## config.mk

```make
export PLATFORM = sky130hd
export DESIGN_NAME = multicycle_control_fsm
export DESIGN_NICKNAME = d
export VERILOG_FILES = /design/src/rtl/multicycle_control_fsm.sv
export SDC_FILE = /design/constraint.sdc
export NUM_CORES = 1
export LEC_CHECK = 0
export BUFFER_PORTS_ARGS = -buffer_cell sky130_fd_sc_hd__buf_2
export CORE_UTILIZATION = 50
export CTS_CLUSTER_SIZE = 12
export DETAILED_ROUTE_END_ITERATION = 12
export PLACE_DENSITY_LB_ADDON = 0.12
export SLEW_MARGIN = 5
export SYNTH_ARGS = -nofsm -noshare
export SYNTH_HDL_FRONTEND = slang
export SYNTH_SLANG_ARGS = --single-unit
```

## constraint.sdc

```tcl
create_clock -name clk -period 3.2 [get_ports clk]
set_clock_uncertainty 0.15 [all_clocks]
set_input_delay 0.96 -clock clk [delete_from_list [all_inputs] [get_ports clk]]
set_output_delay 0.96 -clock clk [all_outputs]
set_load 0.02 [all_outputs]
```

## src/rtl/multicycle_control_fsm.sv

```systemverilog
// multicycle_control_fsm
//   Main control sequencer for the multi-cycle MIPS datapath. Each instruction
//   is walked through fetch, decode, execute, memory and writeback states; the
//   datapath mux selects, write enables and the 2-bit alu_op are Moore-decoded
//   from the current state, with ir_write/pc_write in FETCH gated by mem_ready.
//   Memory accesses stall on mem_ready; when WAIT_LIMIT > 0 a watchdog aborts a
//   hung access back to FETCH without any architectural update.
//   Optional feature macro: CTRL_PERF_CNT_EN adds the instr_count and
//   stall_count performance counter ports.
module multicycle_control_fsm #(
    parameter int WAIT_LIMIT = 0,
    parameter int CNT_WIDTH  = 32
) (
    input  logic       clk,
    input  logic       rst_n,
    input  logic [5:0] opcode,
    input  logic       mem_ready,
    output logic       pc_write,
    output logic       pc_write_cond,
    output logic       i_or_d,
    output logic       mem_read,
    output logic       mem_write,
    output logic       ir_write,
    output logic       mem_to_reg,
    output logic       reg_dst,
    output logic       reg_write,
    output logic       alu_src_a,
    output logic [1:0] alu_src_b,
    output logic [1:0] alu_op,
    output logic [1:0] pc_source,
    output logic       mem_timeout,
    output logic [3:0] state_dbg
`ifdef CTRL_PERF_CNT_EN
    ,
    output logic [CNT_WIDTH-1:0] instr_count,
    output logic [CNT_WIDTH-1:0] stall_count
`endif
);

    typedef enum logic [3:0] {
        S_FETCH     = 4'd0,
        S_DECODE    = 4'd1,
        S_MEM_ADDR  = 4'd2,
        S_MEM_READ  = 4'd3,
        S_MEM_WB    = 4'd4,
        S_MEM_WRITE = 4'd5,
        S_EXECUTE   = 4'd6,
        S_ALU_WB    = 4'd7,
        S_BRANCH    = 4'd8,
        S_JUMP      = 4'd9,
        S_ADDI_EXEC = 4'd10,
        S_ADDI_WB   = 4'd11
    } state_t;

    localparam logic [5:0] OP_R    = 6'b000000;
    localparam logic [5:0] OP_LW   = 6'b100011;
    localparam logic [5:0] OP_SW   = 6'b101011;
    localparam logic [5:0] OP_BEQ  = 6'b000100;
    localparam logic [5:0] OP_J    = 6'b000010;
    localparam logic [5:0] OP_ADDI = 6'b001000;

    // Wait counter only needs to reach WAIT_LIMIT; keep one bit when disabled.
    localparam int WCNT_W = (WAIT_LIMIT > 0) ? $clog2(WAIT_LIMIT + 1) : 1;
    localparam logic [WCNT_W-1:0] WAIT_LIMIT_C = WCNT_W'(WAIT_LIMIT);

    // State is held as a plain 4-bit vector so encodings 12-15 are representable
    // and can be recovered from.
    logic [3:0]        state_q;
    logic [3:0]        state_d;
    logic [WCNT_W-1:0] wait_cnt_q;
    logic [WCNT_W-1:0] wait_cnt_d;
    logic              in_wait_state;
    logic              mem_wait;
    logic              timeout;

    // Watchdog: count consecutive wait cycles in the memory-access states.
    always_comb begin
        in_wait_state = (state_q == S_FETCH) || (state_q == S_MEM_READ) ||
                        (state_q == S_MEM_WRITE);
        mem_wait      = in_wait_state && !mem_ready;
        timeout       = (WAIT_LIMIT > 0) && mem_wait && (wait_cnt_q == WAIT_LIMIT_C);
        wait_cnt_d    = '0;
        if ((WAIT_LIMIT > 0) && mem_wait && !timeout) begin
            wait_cnt_d = wait_cnt_q + 1'b1;
        end
    end

    // Next-state and Moore output decode; everything is held at 0 during reset.
    always_comb begin
        state_d       = state_q;
        pc_write      = 1'b0;
        pc_write_cond = 1'b0;
        i_or_d        = 1'b0;
        mem_read      = 1'b0;
        mem_write     = 1'b0;
        ir_write      = 1'b0;
        mem_to_reg    = 1'b0;
        reg_dst       = 1'b0;
        reg_write     = 1'b0;
        alu_src_a     = 1'b0;
        alu_src_b     = 2'b00;
        alu_op        = 2'b00;
        pc_source     = 2'b00;
        mem_timeout   = 1'b0;
        if (rst_n) begin
            case (state_q)
                S_FETCH: begin
                    mem_read  = 1'b1;
                    alu_src_b = 2'b01;
                    ir_write  = mem_ready;
                    pc_write  = mem_ready;
                    if (mem_ready) begin
                        state_d = S_DECODE;
                    end
                end
                S_DECODE: begin
                    alu_src_b = 2'b11;
                    case (opcode)
                        OP_LW, OP_SW: state_d = S_MEM_ADDR;
                        OP_R:         state_d = S_EXECUTE;
                        OP_BEQ:       state_d = S_BRANCH;
                        OP_J:         state_d = S_JUMP;
                        OP_ADDI:      state_d = S_ADDI_EXEC;
                        default:      state_d = S_FETCH;
                    endcase
                end
                S_MEM_ADDR: begin
                    alu_src_a = 1'b1;
                    alu_src_b = 2'b10;
                    if (opcode == OP_LW) begin
                        state_d = S_MEM_READ;
                    end else if (opcode == OP_SW) begin
                        state_d = S_MEM_WRITE;
                    end else begin
                        state_d = S_FETCH;
                    end
                end
                S_MEM_READ: begin
                    mem_read = 1'b1;
                    i_or_d   = 1'b1;
                    if (mem_ready) begin
                        state_d = S_MEM_WB;
                    end
                end
                S_MEM_WB: begin
                    mem_to_reg = 1'b1;
                    reg_write  = 1'b1;
                    state_d    = S_FETCH;
                end
                S_MEM_WRITE: begin
                    mem_write = 1'b1;
                    i_or_d    = 1'b1;
                    if (mem_ready) begin
                        state_d = S_FETCH;
                    end
                end
                S_EXECUTE: begin
                    alu_src_a = 1'b1;
                    alu_op    = 2'b10;
                    state_d   = S_ALU_WB;
                end
                S_ALU_WB: begin
                    reg_dst   = 1'b1;
                    reg_write = 1'b1;
                    state_d   = S_FETCH;
                end
                S_BRANCH: begin
                    alu_src_a     = 1'b1;
                    alu_op        = 2'b01;
                    pc_write_cond = 1'b1;
                    pc_source     = 2'b01;
                    state_d       = S_FETCH;
                end
                S_JUMP: begin
                    pc_write  = 1'b1;
                    pc_source = 2'b10;
                    state_d   = S_FETCH;
                end
                S_ADDI_EXEC: begin
                    alu_src_a = 1'b1;
                    alu_src_b = 2'b10;
                    state_d   = S_ADDI_WB;
                end
                S_ADDI_WB: begin
                    reg_write = 1'b1;
                    state_d   = S_FETCH;
                end
                default: begin
                    state_d = S_FETCH;
                end
            endcase
            // A timeout only happens with mem_ready low, so the write enables
            // above are already 0 and no architectural state changes.
            if (timeout) begin
                mem_timeout = 1'b1;
                state_d     = S_FETCH;
            end
        end
    end

    // State register and watchdog counter.
    always_ff @(posedge clk or negedge rst_n) begin
        if (!rst_n) begin
            state_q    <= S_FETCH;
            wait_cnt_q <= '0;
        end else begin
            state_q    <= state_d;
            wait_cnt_q <= wait_cnt_d;
        end
    end

    assign state_dbg = state_q;

`ifdef CTRL_PERF_CNT_EN
    logic [CNT_WIDTH-1:0] instr_count_q;
    logic [CNT_WIDTH-1:0] instr_count_d;
    logic [CNT_WIDTH-1:0] stall_count_q;
    logic [CNT_WIDTH-1:0] stall_count_d;

    // Retired instructions are entries into FETCH; stalls are non-aborted waits.
    always_comb begin
        instr_count_d = instr_count_q;
        stall_count_d = stall_count_q;
        if ((state_q != S_FETCH) && (state_d == S_FETCH) && !timeout) begin
            instr_count_d = instr_count_q + 1'b1;
        end
        if (mem_wait && !timeout) begin
            stall_count_d = stall_count_q + 1'b1;
        end
    end

    // Performance counter registers, wrapping naturally.
    always_ff @(posedge clk or negedge rst_n) begin
        if (!rst_n) begin
            instr_count_q <= '0;
            stall_count_q <= '0;
        end else begin
            instr_count_q <= instr_count_d;
            stall_count_q <= stall_count_d;
        end
    end

    assign instr_count = instr_count_q;
    assign stall_count = stall_count_q;
`endif

endmodule
```

# Word-level counts from Yosys, hierarchy flattened
# Index checks and enable logic that the tools add are counted.
totals:
  reg_bits: 4
  in_bits: 9
  wordCells: 62
  out_inout_bits: 21
classes:
  reduce_logical: 9
  n_mux: 33
  n_eq_ne: 19
op_table:
  columns: ["operator", "n"]
  rows:
  - ["one-hot mux 4 bit (7 select lines)", 1]
  - ["one-hot mux 4 bit (5 select lines)", 1]
  - ["2-to-1 mux 1 bit", 19]
  - ["== test 4 x 3 -> 1 bit (second input constant)", 4]
  - ["== test 4 bit (second input constant)", 4]
  - ["== test 6 bit (second input constant)", 2]
  - ["2-to-1 mux 4 bit", 3]
  - ["== test 4 x 2 -> 1 bit (second input constant)", 2]
  - ["one-hot mux 2 bit (2 select lines)", 2]
  - ["OR reduction 2 bit", 4]
  - ["== test 6 x 2 -> 1 bit (second input constant)", 1]
  - ["== test 6 x 3 -> 1 bit (second input constant)", 1]
  - ["== test 6 x 4 -> 1 bit (second input constant)", 1]
  - ["zero test 6 bit", 1]
  - ["2-to-1 mux 2 bit", 3]
  - ["2-to-1 mux 3 bit", 2]
  - ["!= test 2 bit (second input constant)", 3]
  - ["one-hot mux 2 bit (3 select lines)", 1]
  - ["== test 4 x 1 -> 1 bit (second input constant)", 1]
  - ["zero test 4 bit", 1]
  - ["AND reduction 4 bit", 1]
  - ["OR reduction 4 bit", 1]
  - ["OR reduction 3 bit", 1]
  - ["one-hot mux 1 bit (2 select lines)", 1]

# Depth between registers and ports, before layout
# Gate-level depths: netlist (run 1).
depth:
  word_depth: 4
  depth_mapped: 6
  depth_no_buf: 4

# Worst setup path before layout (run 1)
# No wires, ideal clock.
synth_path:
  kind: "input to output"
  startpoint: "in rst_n"
  endpoint: "out alu_op[0]"
  cell_stages: 4
  slack_ns: 0.040
  t_arrival_ns: 2.050
  t_required_ns: 2.090
  cell_sequence: "clkbuf_4 nand3b_1 nor3_1 buf_4"
synth_between:
  elab_chain_cells: 1
synth_rtl:
  columns: ["element", "line_no", "text"]
  rows:
  - ["start, declared", "15", "input logic rst_n,"]
  - ["2-to-1 mux 2 bit", "105", "if (rst_n) begin"]
  - ["end, declared", "29", "output logic [1:0] alu_op,"]
# No other way between the ends.

# Worst setup path after layout (run 1)
layout_path:
  startpoint: "reg state_q[2], in the netlist state_dbg[2]"
  endpoint: "out pc_write"
layout_between:
  elab_chain_cells: 3
  word_cells_on_any_way: 4
  classes_between: "eq/ne (1); mux (2); reduce/logical (1)"
layout_rtl:
  columns: ["element", "line_no", "text"]
  rows:
  - ["start, declared", "68", "logic [3:0] state_q;"]
  - ["start signal, assigned", "207", "state_q <= state_d;"]
  - ["== test 4 bit / zero test 4 bit (equally long branches)", "106", "case (state_q)"]
  - ["one-hot mux 1 bit (2 select lines) *", "106", null]
  - ["2-to-1 mux 1 bit *", "105", null]
  - ["end, declared", "18", "output logic pc_write,"]
# Mark *: on every way between the ends. The rest lies on a longest branch, timed or not.

==> results.sh, run 1 <==
export IMPL_slew_viol_final=0
export IMPL_crit_family="simple AND/OR/NAND/NOR gates"
export IMPL_cts_sinks=4
export IMPL_pre_cts_slack_ps=304
export IMPL_start_util_pct=54.1
export IMPL_cp_required_ps=2090
export IMPL_num_io_pins=30
export IMPL_final_setup_worst_slack_ps=272
export IMPL_syn_instance_count=91
export IMPL_n_fill_cell=138
export IMPL_drive_above_1_share_pct=37.7
export IMPL_layout_nets=125
export IMPL_rsz0062_at_grt="false"
export IMPL_dr_first_iter_drc_count=17
export IMPL_status="completed"
export IMPL_grt_pass1_wl_um=2430
export IMPL_cts_root_buf="clkbuf_4"
export IMPL_crit_slowest_cell="dfrtp_1"
export IMPL_crit_path_cell_trace="nor2_4, nand2_1, nor4b_2, or2_1, buf_2"
export IMPL_power_density_nw_per_um2=437
export IMPL_die_w_um=39.8
export IMPL_gr_total_overflow=0
export IMPL_clk_pin_slew_ps=40
export IMPL_finalHoldViolations=0
export IMPL_ir_worst_vdd_uv=199
export IMPL_core_area_um2=1320
export IMPL_yosys_most_used_dff="dfrtp_1"
export IMPL_cp_start_kind="register"
export IMPL_via_per_inst=5.86
export IMPL_numCtsBuffers=3
export IMPL_relSlewSlack_pct=56.5
export IMPL_post_cts_buffers=0
export IMPL_crit_fanout=19
export IMPL_min_path_type="input pin to asynchronous set/reset pin"
export IMPL_tns_ps=0
export IMPL_path_class="register to primary output"
export IMPL_syn_avg_cell_area_um2=7.84
export IMPL_syn_num_nets=100
export IMPL_synthArstFlopShare_pct=100
export IMPL_cts_hold_buf=0
export IMPL_largest_register_ffs=4
export IMPL_drtAntennaViolNets=0
export IMPL_die_area_um2=1580
export IMPL_arrival_ps=1820
export IMPL_synth_edff_count=0
export IMPL_drc_errors=0
export IMPL_cts_max_level=1
export IMPL_cp_num_buf_inv=1
export IMPL_power_w=0.000358
export IMPL_setup_violations=0
export IMPL_clkLatencyLatePin_ps=240
export IMPL_fmax_mhz=342
export IMPL_area_delta_synth_final_pct=14.7
export IMPL_critical_path_max_stage_delay_ps=610
export IMPL_grt_use_total_pct=23.4
export IMPL_layout_min_cycle_time_ps=2930
export IMPL_ys_ff_latch=4
export IMPL_n_antenna_cell=0
export IMPL_port_buffers=28
export IMPL_period_share_pct=91.5
export IMPL_hold_slack_ps=552
export IMPL_die_y_um=39.8
export IMPL_yosys_warnings=0
export IMPL_antenna_found_initial=0
export IMPL_ys_types=44
export IMPL_maxCapViolCount=0
export IMPL_grt_pass1_vias=558
export IMPL_worst_pin_slew_ps=652
export IMPL_wl_per_cell_um=12.4
export IMPL_routed_wl_um=1610
export IMPL_grt_max_degree=20
export IMPL_hpwl_um=1160
export IMPL_cts_buffer_depth=2
export IMPL_cts_tree="yes"
export IMPL_cts_resized=0
export IMPL_end_kind="primary output"
export IMPL_total_leakage_power_nw=0.402
export IMPL_routabilityCongestion=0.911
export IMPL_syn_area_um2=713
export IMPL_rows=13
export IMPL_num_vias=756
export IMPL_seq_area_frac_synth_pct=14.0
export IMPL_dr_pass1_iters=4
[per-stage QoR]
step | instance area, µm² | util, % | cells
2_1_floorplan | 713 | - | 91
3_5_place_dp | 796 | 60.4 | 126
5_1_grt | 818 | 62.1 | 129
6_report | 818 | 62.1 | 129
3_3_place_gp | 796 | 60.4 | 126
4_1_cts | 818 | 62.1 | 129
[cells in the final DEF (no fill, tap or decap), types with 4 or more instances in the layout]
master   count
buf_2       28
nor2_1       9
nand2_1      9
nor3_1       5
o21ai_0      5
dfrtp_1      4
[worst paths after layout]
path / startpoint / endpoint / slack [ps] / cells after the start
max: state_dbg[2] / pc_write / 270 / 5
min: rst_n / state_dbg[0] / 550 / 2
max reg2reg: state_dbg[1] / state_dbg[0] / 1260 / 5
min reg2reg: state_dbg[0] / state_dbg[0] / 590 / 1
max in group asynchronous: rst_n / state_dbg[3] / 2200 / 2
min in group clk: state_dbg[0] / state_dbg[0] / 590 / 1
[cells in the mapped netlist, types with 2 or more instances]
master	count	area, µm²
o21a_1	2	15.0
a31oi_1	2	12.5
dfrtp_1	4	100
nor3_1	5	25.0
inv_1	2	7.51
or2b_1	2	15.0
buf_4	4	30.0
xor2_1	3	26.3
o21ai_0	5	25.0
nor4b_1	2	17.5
nor4b_2	2	30.0
a21oi_1	3	15.0
and3_1	2	12.5
nand2_1	9	33.8
nor2_1	9	33.8
nand3b_1	3	22.5
buf_6	5	56.3
[power by group]
group          internal (W)  switching, W
clock network     0.0000420     0.0000220
logic             0.0000882      0.000119
registers         0.0000587     0.0000279
total              0.000189      0.000169
[routing by layer]
layer  global-route usage [%]  routed length, µm  vias up
li1                         -                  -      378
met1                     32.2                739      346
met2                     34.4                759       30
met3                     4.55                 88        2
met4                     10.3                 19        0
met5                        0                  0        -
[cell families after synthesis]
group	after synthesis	synth area share (%)
AOI/OAI and AO/OA	24	25.6
xor gates and xnor gates	4	4.91
buffers and inverters	13	14.9
DFF	4	14.0
other	1	0.526
and+or+nand+nor	45	40.0
[cell type report]
cell class                 instances  area, µm²  area share [%]
clock buffer                       3       22.5            2.75
inverter                           2       7.51           0.917
multi-input combinational         74        507            61.9
sequential                         4        100            12.2
tap                               15       18.8            2.29
timing repair buffer              31        163            19.9
No activity file was read; power rests on OpenSTA's default activity.
==> run 2: changes to the inputs <==
--- a/config.mk
+++ b/config.mk
@@ -6,10 +6,12 @@
 export NUM_CORES = 1
 export LEC_CHECK = 0
 export BUFFER_PORTS_ARGS = -buffer_cell sky130_fd_sc_hd__buf_2
-export CORE_UTILIZATION = 50
+export CELL_PAD_IN_SITES_DETAIL_PLACEMENT = 1
+export CELL_PAD_IN_SITES_GLOBAL_PLACEMENT = 1
+export CORE_UTILIZATION = 33
 export CTS_CLUSTER_SIZE = 12
 export DETAILED_ROUTE_END_ITERATION = 12
-export PLACE_DENSITY_LB_ADDON = 0.12
+export PLACE_DENSITY = 0.89
 export SLEW_MARGIN = 5
 export SYNTH_ARGS = -nofsm -noshare
 export SYNTH_HDL_FRONTEND = slang
==> constraint.sdc (replaced) <==
create_clock -name clk -period 3.1 [get_ports clk]
set_clock_uncertainty 0.15 [all_clocks]
set_input_delay 0.93 -clock clk [delete_from_list [all_inputs] [get_ports clk]]
set_output_delay 0.93 -clock clk [all_outputs]
set_load 0.02 [all_outputs]
==> results.sh, run 2 (synthesis gave the netlist of run 1 again) <==
export IMPL_timing_rr_start="state_dbg[1]"
export IMPL_grt_max_degree=16
export IMPL_status="completed"
export IMPL_dr_pass1_iters=4
export IMPL_rr_worst_depth=5
export IMPL_routed_wl_um=2170
export IMPL_area_delta_synth_final_pct=18.6
export IMPL_drc_errors=0
export IMPL_layout_nets=126
export IMPL_tns_ps=0
export IMPL_num_io_pins=30
export IMPL_fmax_mhz=339
export IMPL_grt_use_total_pct=20.6
export IMPL_num_vias=787
export IMPL_cp_required_ps=2020
export IMPL_numCtsBuffers=3
export IMPL_rsz0062_at_grt="false"
export IMPL_via_per_inst=5.54
export IMPL_place_inst=139
export IMPL_worst_pin_slew_ps=577
export IMPL_path_class="input pin to primary output"
export IMPL_dr_first_iter_drc_count=4
export IMPL_crit_slowest_cell="nor2b_1"
export IMPL_post_cts_buffers=0
export IMPL_cts_hold_buf=0
export IMPL_gr_total_overflow=0
export IMPL_crit_family="simple AND/OR/NAND/NOR gates"
export IMPL_finalHoldViolations=0
export IMPL_start_util_pct=35.6
export IMPL_crit_fanout=10
export IMPL_die_area_um2=2350
export IMPL_layout_min_cycle_time_ps=2950
export IMPL_r2r_end="state_dbg[0]"
export IMPL_period_share_pct=95.2
export IMPL_hpwl_um=1660
export IMPL_grt_pass1_vias=841
export IMPL_power_density_nw_per_um2=457
export IMPL_total_leakage_power_nw=0.410
export IMPL_ir_worst_vdd_uv=207
export IMPL_final_cell_mix="buf_2, nor2_1, nand2_1"
export IMPL_min_path_type="input pin to asynchronous set/reset pin"
export IMPL_cp_start_kind="input pin"
export IMPL_slew_viol_final=0
export IMPL_largest_register_ffs=4
export IMPL_die_y_um=48.5
export IMPL_cts_max_level=1
export IMPL_final_cell_count_no_fill=142
export IMPL_critical_path_max_stage_delay_ps=250
export IMPL_cts_buffer_depth=2
export IMPL_final_common_cell="buf_2"
export IMPL_maxCapViolCount=0
export IMPL_clk_pin_slew_ps=40
export IMPL_grt_pass1_wl_um=3760
export IMPL_relSlewSlack_pct=61.5
export IMPL_cts_tree="yes"
export IMPL_cts_resized=0
export IMPL_arrival_ps=1870
export IMPL_cts_sinks=4
export IMPL_setup_violations=0
export IMPL_drive_above_1_share_pct=39.1
export IMPL_n_fill_cell=272
export IMPL_rows=16
export IMPL_port_buffers=28
export IMPL_cp_num_buf_inv=2
export IMPL_core_area_um2=2000
export IMPL_end_kind="primary output"
export IMPL_drtAntennaViolNets=0
export IMPL_routabilityCongestion=0.887
export IMPL_crit_path_cell_trace="buf_2, nor2b_1, nand2_1, nor3_1, buf_2"
export IMPL_wl_per_cell_um=15.3
export IMPL_regToRegSetupSlack_ps=1230
export IMPL_die_w_um=48.5
export IMPL_clkLatencyLatePin_ps=250
export IMPL_cts_root_buf="clkbuf_4"
export IMPL_n_antenna_cell=0
export IMPL_antenna_found_initial=0
export IMPL_path_common_cell="buf_2"
run 2: layout make-up:
type / count / area, µm² / area share (%)
multi-input combinational: 74 / 512 / 60.5
timing repair buffer: 32 / 170 / 20.1
tap: 27 / 33.8 / 3.99
sequential: 4 / 100 / 11.8
clock buffer: 3 / 22.5 / 2.66
inverter: 2 / 7.51 / 0.888
run 2: per-layer routing:
layer | GRT usage [%] | up-vias | routed length (µm)
met1 | 23.4 | 381 | 923
met5 | 0 | - | 0
li1 | - | 375 | -
met2 | 36.2 | 25 | 1120
met4 | 11.8 | 0 | 55
met3 | 3.77 | 6 | 72
run 2: worst max-delay path by stage:
stage,cells past startpoint,endpoint,slack [ps],from
after global routing,5,mem_to_reg,40,rst_n
final,5,mem_to_reg,150,rst_n
after floorplan,2,alu_src_b[0],190,rst_n
after global placement,5,pc_write,240,rst_n
after detailed placement,5,mem_to_reg,180,rst_n
after CTS,5,mem_to_reg,180,rst_n
run 2: power breakdown:
part	leakage, nW	switching [W]	internal [W]
sequential	0.0539	0.0000325	0.0000604
combinational	0.343	0.000133	0.0000923
clock	0.0138	0.0000250	0.0000435
run 2: per-stage QoR:
step | worst slack, ps | hold slack, ps | util, % | total power (W) | area [µm²]
after floorplan | 190 | 484 | - | 0.000268 | 718
after global placement | 241 | 659 | 41.1 | 0.000309 | 823
after detailed placement | 182 | 654 | 41.1 | 0.000316 | 823
after CTS | 178 | 584 | 42.3 | 0.000389 | 846
after global routing | 40.4 | 619 | 42.3 | 0.000417 | 846
final | 150 | 602 | 42.3 | 0.000386 | 846
